[src/rtl/program_sequencer_if.sv]
// Control strobes from the instruction decoder and address/status returned by the sequencer.
interface program_sequencer_if;
    logic       hold;
    logic       jmp;
    logic       jmp_nz;
    logic       call;
    logic       ret;
    logic       r_eq_0;
    logic [3:0] jmp_addr;
    logic [7:0] pm_addr;
    logic [7:0] pc;
    logic [7:0] from_PS;
    logic       stack_empty;
    logic       stack_full;
    logic       stack_err;

    modport master (
        output hold, jmp, jmp_nz, call, ret, r_eq_0, jmp_addr,
        input  pm_addr, pc, from_PS, stack_empty, stack_full, stack_err
    );

    modport slave (
        input  hold, jmp, jmp_nz, call, ret, r_eq_0, jmp_addr,
        output pm_addr, pc, from_PS, stack_empty, stack_full, stack_err
    );
endinterface

[src/rtl/program_sequencer.sv]
// Program-memory address generator for the 4-bit CPU: sequential fetch, jumps,
// conditional jumps on a nonzero ALU result, and call/return via a small LIFO.
module program_sequencer #(
    parameter int unsigned STACK_DEPTH = 4
) (
    input logic                 clk,
    input logic                 sync_reset,
    program_sequencer_if.slave  bus
);
    localparam int unsigned PTR_W = $clog2(STACK_DEPTH) + 1;
    localparam logic [PTR_W-1:0] SP_FULL = PTR_W'(STACK_DEPTH);
    localparam logic [PTR_W-1:0] SP_ONE  = PTR_W'(1);
    localparam logic [PTR_W-2:0] IDX_ONE = (PTR_W-1)'(1);

    logic [7:0]       pc_r;
    logic [7:0]       pm_next;
    logic [7:0]       pc_inc;
    logic [7:0]       jump_target;
    logic [PTR_W-1:0] sp;
    logic [PTR_W-1:0] sp_next;
    logic [PTR_W-2:0] push_idx;
    logic [PTR_W-2:0] top_idx;
    logic [7:0]       stack [STACK_DEPTH];
    logic             push;
    logic             pop;
    logic             err_set;
    logic             empty_r;
    logic             full_r;
    logic             err_r;

    assign pc_inc      = pc_r + 8'd1;
    assign jump_target = {bus.jmp_addr, 4'h0};
    // Low bits of sp address the entry array; at sp==DEPTH they wrap to 0, so sp-1 still hits the top entry.
    assign push_idx    = sp[PTR_W-2:0];
    assign top_idx     = sp[PTR_W-2:0] - IDX_ONE;

    always_comb begin
        pm_next = pc_inc;
        push    = 1'b0;
        pop     = 1'b0;
        err_set = 1'b0;
        sp_next = sp;
        if (sync_reset) begin
            pm_next = '0;
        end else if (bus.hold) begin
            pm_next = pc_r;
        end else if (bus.ret) begin
            if (sp == '0) begin
                err_set = 1'b1;
            end else begin
                pop     = 1'b1;
                pm_next = stack[top_idx];
                sp_next = sp - SP_ONE;
            end
        end else if (bus.call) begin
            pm_next = jump_target;
            if (sp == SP_FULL) begin
                err_set = 1'b1;
            end else begin
                push    = 1'b1;
                sp_next = sp + SP_ONE;
            end
        end else if (bus.jmp) begin
            pm_next = jump_target;
        end else if (bus.jmp_nz && !bus.r_eq_0) begin
            pm_next = jump_target;
        end
    end

    always_ff @(posedge clk) begin
        if (sync_reset) begin
            pc_r    <= '0;
            sp      <= '0;
            empty_r <= 1'b1;
            full_r  <= 1'b0;
            err_r   <= 1'b0;
        end else begin
            pc_r    <= pm_next;
            sp      <= sp_next;
            empty_r <= (sp_next == '0);
            full_r  <= (sp_next == SP_FULL);
            err_r   <= err_r | err_set;
        end
    end

    // Entry contents are deliberately left unreset; only sp defines validity.
    always_ff @(posedge clk) begin
        if (push) begin
            stack[push_idx] <= pc_inc;
        end
    end

    assign bus.pm_addr     = pm_next;
    assign bus.pc          = pc_r;
    assign bus.from_PS     = pc_r;
    assign bus.stack_empty = empty_r;
    assign bus.stack_full  = full_r;
    assign bus.stack_err   = err_r;

    logic unused_pop;
    assign unused_pop = pop;
endmodule

[src/flat_wrapper.sv]
// flat-port wrapper written by rule: the top's interface ports become plain ports
module program_sequencer_flat 
#(
    parameter int unsigned STACK_DEPTH = 4
)
  (clk, sync_reset, bus_hold, bus_jmp, bus_jmp_nz, bus_call, bus_ret, bus_r_eq_0, bus_jmp_addr, bus_pm_addr, bus_pc, bus_from_PS, bus_stack_empty, bus_stack_full, bus_stack_err);
  program_sequencer_if bus_i ();
  input logic clk;
  input logic sync_reset;
  input wire logic [$bits(bus_i.hold)-1:0] bus_hold;
  input wire logic [$bits(bus_i.jmp)-1:0] bus_jmp;
  input wire logic [$bits(bus_i.jmp_nz)-1:0] bus_jmp_nz;
  input wire logic [$bits(bus_i.call)-1:0] bus_call;
  input wire logic [$bits(bus_i.ret)-1:0] bus_ret;
  input wire logic [$bits(bus_i.r_eq_0)-1:0] bus_r_eq_0;
  input wire logic [$bits(bus_i.jmp_addr)-1:0] bus_jmp_addr;
  output wire logic [$bits(bus_i.pm_addr)-1:0] bus_pm_addr;
  output wire logic [$bits(bus_i.pc)-1:0] bus_pc;
  output wire logic [$bits(bus_i.from_PS)-1:0] bus_from_PS;
  output wire logic [$bits(bus_i.stack_empty)-1:0] bus_stack_empty;
  output wire logic [$bits(bus_i.stack_full)-1:0] bus_stack_full;
  output wire logic [$bits(bus_i.stack_err)-1:0] bus_stack_err;
  assign bus_i.hold = bus_hold;
  assign bus_i.jmp = bus_jmp;
  assign bus_i.jmp_nz = bus_jmp_nz;
  assign bus_i.call = bus_call;
  assign bus_i.ret = bus_ret;
  assign bus_i.r_eq_0 = bus_r_eq_0;
  assign bus_i.jmp_addr = bus_jmp_addr;
  assign bus_pm_addr = bus_i.pm_addr;
  assign bus_pc = bus_i.pc;
  assign bus_from_PS = bus_i.from_PS;
  assign bus_stack_empty = bus_i.stack_empty;
  assign bus_stack_full = bus_i.stack_full;
  assign bus_stack_err = bus_i.stack_err;
  program_sequencer #(.STACK_DEPTH(STACK_DEPTH)) u_core (.clk(clk), .sync_reset(sync_reset), .bus(bus_i));
endmodule
[config.mk]
export PLATFORM = sky130hd
export DESIGN_NAME = program_sequencer_flat
export DESIGN_NICKNAME = d
export VERILOG_FILES = /design/src/rtl/program_sequencer_if.sv /design/src/rtl/program_sequencer.sv /design/src/flat_wrapper.sv
export SDC_FILE = /design/constraint.sdc
export NUM_CORES = 1
export LEC_CHECK = 0
export BUFFER_PORTS_ARGS = -buffer_cell sky130_fd_sc_hd__clkbuf_2
export CORE_MARGIN = 1.5
export CORE_UTILIZATION = 60
export DETAILED_ROUTE_END_ITERATION = 10
export GPL_TIMING_DRIVEN = 0
export PLACE_DENSITY = 0.84
export SETUP_SLACK_MARGIN = 0.2
export SLEW_MARGIN = 20
export SYNTH_ARGS = -nofsm -noshare
export SYNTH_HDL_FRONTEND = slang
export SYNTH_SLANG_ARGS = --single-unit
export TNS_END_PERCENT = 30
[constraint.sdc]
create_clock -name clk -period 3.9 [get_ports clk]
set_input_delay 0.195 -clock clk [delete_from_list [all_inputs] [get_ports clk]]
set_output_delay 0.195 -clock clk [all_outputs]
set_load 0.1 [all_outputs]
==> Word-level counts from Yosys, hierarchy flattened <==
Memories as Yosys holds them, arrays and structs flattened.
Cells that the tools add are included.
{ "op_classes": {"n_bitwise": 1, "addsub": 4, "n_mux": 26, "reduce_logical": 4, "eq_ne": 2} }
{ "ops": {"columns": ["operator", "count"], "rows": [
  ["two-way mux 8 bit", 7],
  ["two-way mux 3 bit", 6],
  ["two-way mux 1 bit", 13],
  ["adder 8 x 1 -> 8 bit (second input constant)", 1],
  ["== test 3 bit (second input constant)", 2],
  ["logical NOT 3 bit", 2],
  ["adder 3 x 1 -> 3 bit (second input constant)", 1],
  ["subtractor 3 x 1 -> 3 bit (second input constant)", 1],
  ["subtractor 2 x 1 -> 2 bit (second input constant)", 1],
  ["logical AND 1 bit", 1],
  ["logical NOT 1 bit", 1],
  ["bitwise OR 1 bit", 1]
]} }
{ "totals": {"input_bits": 12, "n_memories": 1, "word_cells": 43, "ramBits": 32, "ff_bits": 14} }
{ "memory_table": {"columns": ["name", "words", "width", "read_ports", "rd_clocked_by_memory_dff", "write_ports", "line", "text"], "rows": [
  ["u_core.stack", 4, 8, 1, 0, 1, "program_sequencer.sv:23", "logic [7:0] stack [STACK_DEPTH];"]
]} }

==> Logic depth before layout (Yosys ltp) <==
{ "logic_depth": {"ltp_word": 8, "ltp_mapped": 9} }

==> Worst setup path before layout <==
No wires, ideal clock.
{ "synth_timing": {"path_kind": "register -> output", "start": "register u_core.sp[0]", "end": "output bus_pm_addr[0]", "t_arrival_ns": 4.680, "required_ns": 3.705, "path_stages_with_launch": 9, "path_slack_ns": -0.975, "cell_sequence": "dfxtp_1 buf_6 inv_1 ha_1 buf_4 nand2b_4 nand2_1 nand2_1 o311ai_0"} }
{ "synth_between": {"elab_chain_cells": 6, "word_cells_on_any_way": 7} }
{ "synth_lines": {"columns": ["item", "line", "text"], "rows": [
  ["start, declared", "program_sequencer.sv:19", "logic [PTR_W-1:0] sp;"],
  ["start signal, assigned", "program_sequencer.sv:79", "sp <= sp_next;"],
  ["subtractor 2 x 1 -> 2 bit", "program_sequencer.sv:35", "assign top_idx = sp[PTR_W-2:0] - IDX_ONE;"],
  ["memory read (4 x 8 bit)", null, null],
  ["two-way mux 8 bit (*)", "program_sequencer.sv:48", "if (sp == '0) begin"],
  ["two-way mux 8 bit (*)", "program_sequencer.sv:47", "end else if (bus.ret) begin"],
  ["two-way mux 8 bit (*)", "program_sequencer.sv:45", "end else if (bus.hold) begin"],
  ["two-way mux 8 bit (*)", "program_sequencer.sv:43", "if (sync_reset) begin"],
  ["end, declared", "flat_wrapper.sv:17", "output wire logic [$bits(bus_i.pm_addr)-1:0] bus_pm_addr;"]
]} }
Every way passes the cells marked *; elsewhere a longest branch is shown, timed or not.

==> Final worst setup path <==
{ "layout_timing": {"start": "register u_core.sp[0]", "end": "output bus_pm_addr[1]"} }
The elaborated chain is that of the path after synthesis.

==> impl_metrics.py <==
metrics = {
    "worst_setup_path": {
        "slowest_delay_ns": 0.52,
        "cp_max_fo": 10,
        "crit_family": "buffers and inverters",
        "crit_path_end_kind": "output port",
        "start_kind": "register",
        "worst-setup-path-type": "register to output port",
        "crit_chain": "buf_6 > inv_1 > ha_1 > buf_2 > mux4_2 > nand2_1 > a221oi_1 > clkbuf_2",
        "reg2reg_slack_ns": 1.68,
        "r2r-end": "u_core.bus.from_PS[5]$_SDFF_PP0_",
        "crit_slowest_cell": "clkbuf_2",
        "cp.arrival_ns": 2.78,
        "critPathBufInv": 4,
        "cp.required_ns": 3.70,
        "reg2reg_depth": 8,
        "timing.rr.start": "u_core.sp[0]$_SDFF_PP0_",
    },
    "placement": {
        "place.detailed.hpwl_microns": 3390,
        "portBuffers": 36,
        "place.gp.congestion": 0.879,
    },
    "die": {
        "core_area_sq_um": 3690,
        "die_w_microns": 65.1,
        "die-area_sq_um": 4240,
        "initial_core_util_pct": 62.8,
        "io_pins": 39,
        "rows": 22,
        "die_y_microns": 65.1,
    },
    "logic_synthesis": {
        "synth_nets": 206,
        "synth_mux_area_share_pct": 8.43,
        "synthFlopType": "edfxtp_1",
        "syn_avg_cell_area_sq_um": 12.3,
        "synth_top_family_by_area": "compound AO/OA/AOI/OAI gates",
        "yosysSeqAreaShare_pct": 53.6,
        "synth_area_leaders": "edfxtp_1 42%, dfxtp_1 12%, mux4_2 6.8%",
        "synth_cells": 188,
        "synth-edff-count": 32,
        "synth_area_sq_um": 2310,
        "async_flop_share_pct": 0,
        "ys_ff_latch": 46,
        "yosys.area.top_type": "edfxtp_1",
        "synth_adder_area_share_pct": 3.24,
        "ys_types": 48,
        "yosysWarningCount": 0,
        "synth-simple-area-share_pct": 11.6,
        "synth_compound_area_share_pct": 15.4,
        "synth_xor_xnor_area_share_pct": 1.14,
        "netlist.area_leader.share_pct": 41.5,
    },
    "worst_hold_path": {
        "min_from": "sync_reset",
        "min_to": "u_core.bus.stack_err$_SDFF_PP0_",
        "whs_path_depth": 2,
        "hold_class": "input port to register",
    },
    "clock_network": {
        "hold_buffers": 0,
        "cts_tree": "built",
        "clock_sinks": 46,
        "cts_resized": 0,
        "cts.htree.levels": 2,
        "clockBufferDepth": 2,
        "clk_pin_slew_worst_paths_ns": 0.08,
        "cts_setup_buffers": 0,
        "clockRootBuffer": "clkbuf_8",
        "cts_inserted_buffers": 5,
        "clk_latency_ns": 0.30,
    },
    "pwr": {
        "power.leakage_nw": 1.03,
        "power_density_nw_per_um2": 452,
        "ir_drop_mv": 0.343,
    },
    "sta": {
        "rsz0062_at_grt": "no",
        "worst_slew_pin_slew_ns": 0.717,
        "slew_violations": 0,
        "fin_crit_ns": 2.97,
        "max_freq_mhz": 336,
        "slew_headroom_pct": 52.1,
        "setup_viol": 0,
        "period_share_pct": 76.3,
        "final_hold_viol_count": 0,
        "hold_slack_ns": 0.237,
        "setup-tns-final_ns": 0,
        "fin_worst_skew_ns": 0.0107,
    },
    "drt": {
        "wl_per_cell_microns": 16.6,
        "drt_wl_total_microns": 4650,
        "routed_via_density": 6.03,
        "drt_iter0_drc": 124,
        "num_vias": 1688,
        "first_pass_iters": 4,
        "final_antenna_net_count": 0,
        "drc": 0,
    },
    "finish": {
        "syn2layout_area_growth_pct": 14.6,
        "final_nets": 249,
        "insertedDiodeCount": 0,
        "drive_above_1_share_pct": 32.8,
    },
    "grt": {
        "groute.usage.overall_pct": 23.8,
        "grt_pass1_vias": 1562,
        "antenna_found_initial": 0,
        "grt_pass1_wl_microns": 7450,
        "grt_overflow": 0,
        "grt_max_degree": 17,
    },
    "status": {
        "status": "complete, no violations",
    },
    "flow_run": {
        "cap_viol_max_count": 0,
    },
}
Yosys cell counts, drive strengths merged, types with 2 or more instances:
master   n
mux4     8
a32oi    2
nor2     4
edfxtp  32
or3      2
a22o     2
a32o     2
o21a     4
a31oi    3
nand3b   3
inv      9
a221oi   2
and2     2
nand2   12
or2      3
ha       6
o21ai   12
o22ai    2
xnor2    2
o311ai   3
o221a    2
and3     5
o31ai    4
nor3     3
clkbuf   2
dfxtp   14
a21oi    3
buf     15
nand3    9
nand2b   2
nor4     2
worst max path at each step:
stage                     end  depth (start not counted)                              from  slack, ns
3_5_place_dp   bus_pm_addr[5]                          9           u_core.sp[0]$_SDFF_PP0_       1.27
3_3_place_gp   bus_pm_addr[5]                          9           u_core.sp[0]$_SDFF_PP0_       1.25
5_1_grt        bus_pm_addr[1]                          8           u_core.sp[0]$_SDFF_PP0_       0.69
2_1_floorplan  bus_pm_addr[7]                          5  u_core.bus.from_PS[2]$_SDFF_PP0_      -0.32
4_1_cts        bus_pm_addr[5]                          9           u_core.sp[0]$_SDFF_PP0_       0.93
6_report       bus_pm_addr[1]                          8           u_core.sp[0]$_SDFF_PP0_       0.93
layout make-up:
| cell class | count | area (sq um) |
|---|---|---|
| clock buffers | 5 | 68.8 |
| fillers | 263 | 1040 |
| well taps | 48 | 60.1 |
| multi-input cells | 116 | 925 |
| flip-flops and latches | 46 | 1240 |
| plain buffers | 17 | 120 |
| repair buffers | 36 | 180 |
| inverters | 9 | 33.8 |
| clock inverters | 3 | 23.8 |
flip-flops by register name, indices dropped and copies added (netlist names):
| signal | flops |
|---|---|
| u_core.bus.stack_err | 1 |
| u_core.sp | 3 |
| u_core.bus.from_PS | 8 |
| u_core.stack | 32 |
| u_core.bus.stack_empty | 1 |
| u_core.bus.stack_full | 1 |
metrics by stage:
stage	area (sq um)	total power, mW	setup WS [ns]	instances	util (%)
2_1_floorplan	2320	0.858	-0.320	188	-
3_3_place_gp	2560	0.913	1.25	272	69.4
3_5_place_dp	2560	0.917	1.27	272	69.4
4_1_cts	2650	1.20	0.930	280	71.9
5_1_grt	2650	1.25	0.694	280	71.9
6_report	2650	1.20	0.926	280	71.9
per-layer routing:
metal	share of wire (%)	global-route usage, %	wire length (microns)
met1	45	32.0	2080
met5	0	0	0
met3	6.8	4.79	315
met4	0.47	7.03	22
met2	48	39.4	2230
cells by family after synthesis:
logic type	count (synthesis)
muxes	9
and+or+nand+nor	49
adders and majority gates	6
xor gates and xnor gates	3
AOI/OAI and AO/OA	49
buffers and inverters	26
DFF	46
layout by cell type (no fill, tap or decap), drive strengths merged, types with 4 or more instances in the layout:
cell type and n:
o31ai 4, dfxtp 14, ha 6, nand3 9
o21ai 12, buf 15, and3 5, edfxtp 32
nor2 4, mux4 8, clkbuf 43, o21a 4
nand2 12, inv 10
power by group:
part	switching (mW)	internal (mW)	total (mW)
Clock	0.164	0.128	0.292
Sequential	0.0167	0.541	0.557
Combinational	0.262	0.0879	0.350
Power figures use the tool's default switching activity.
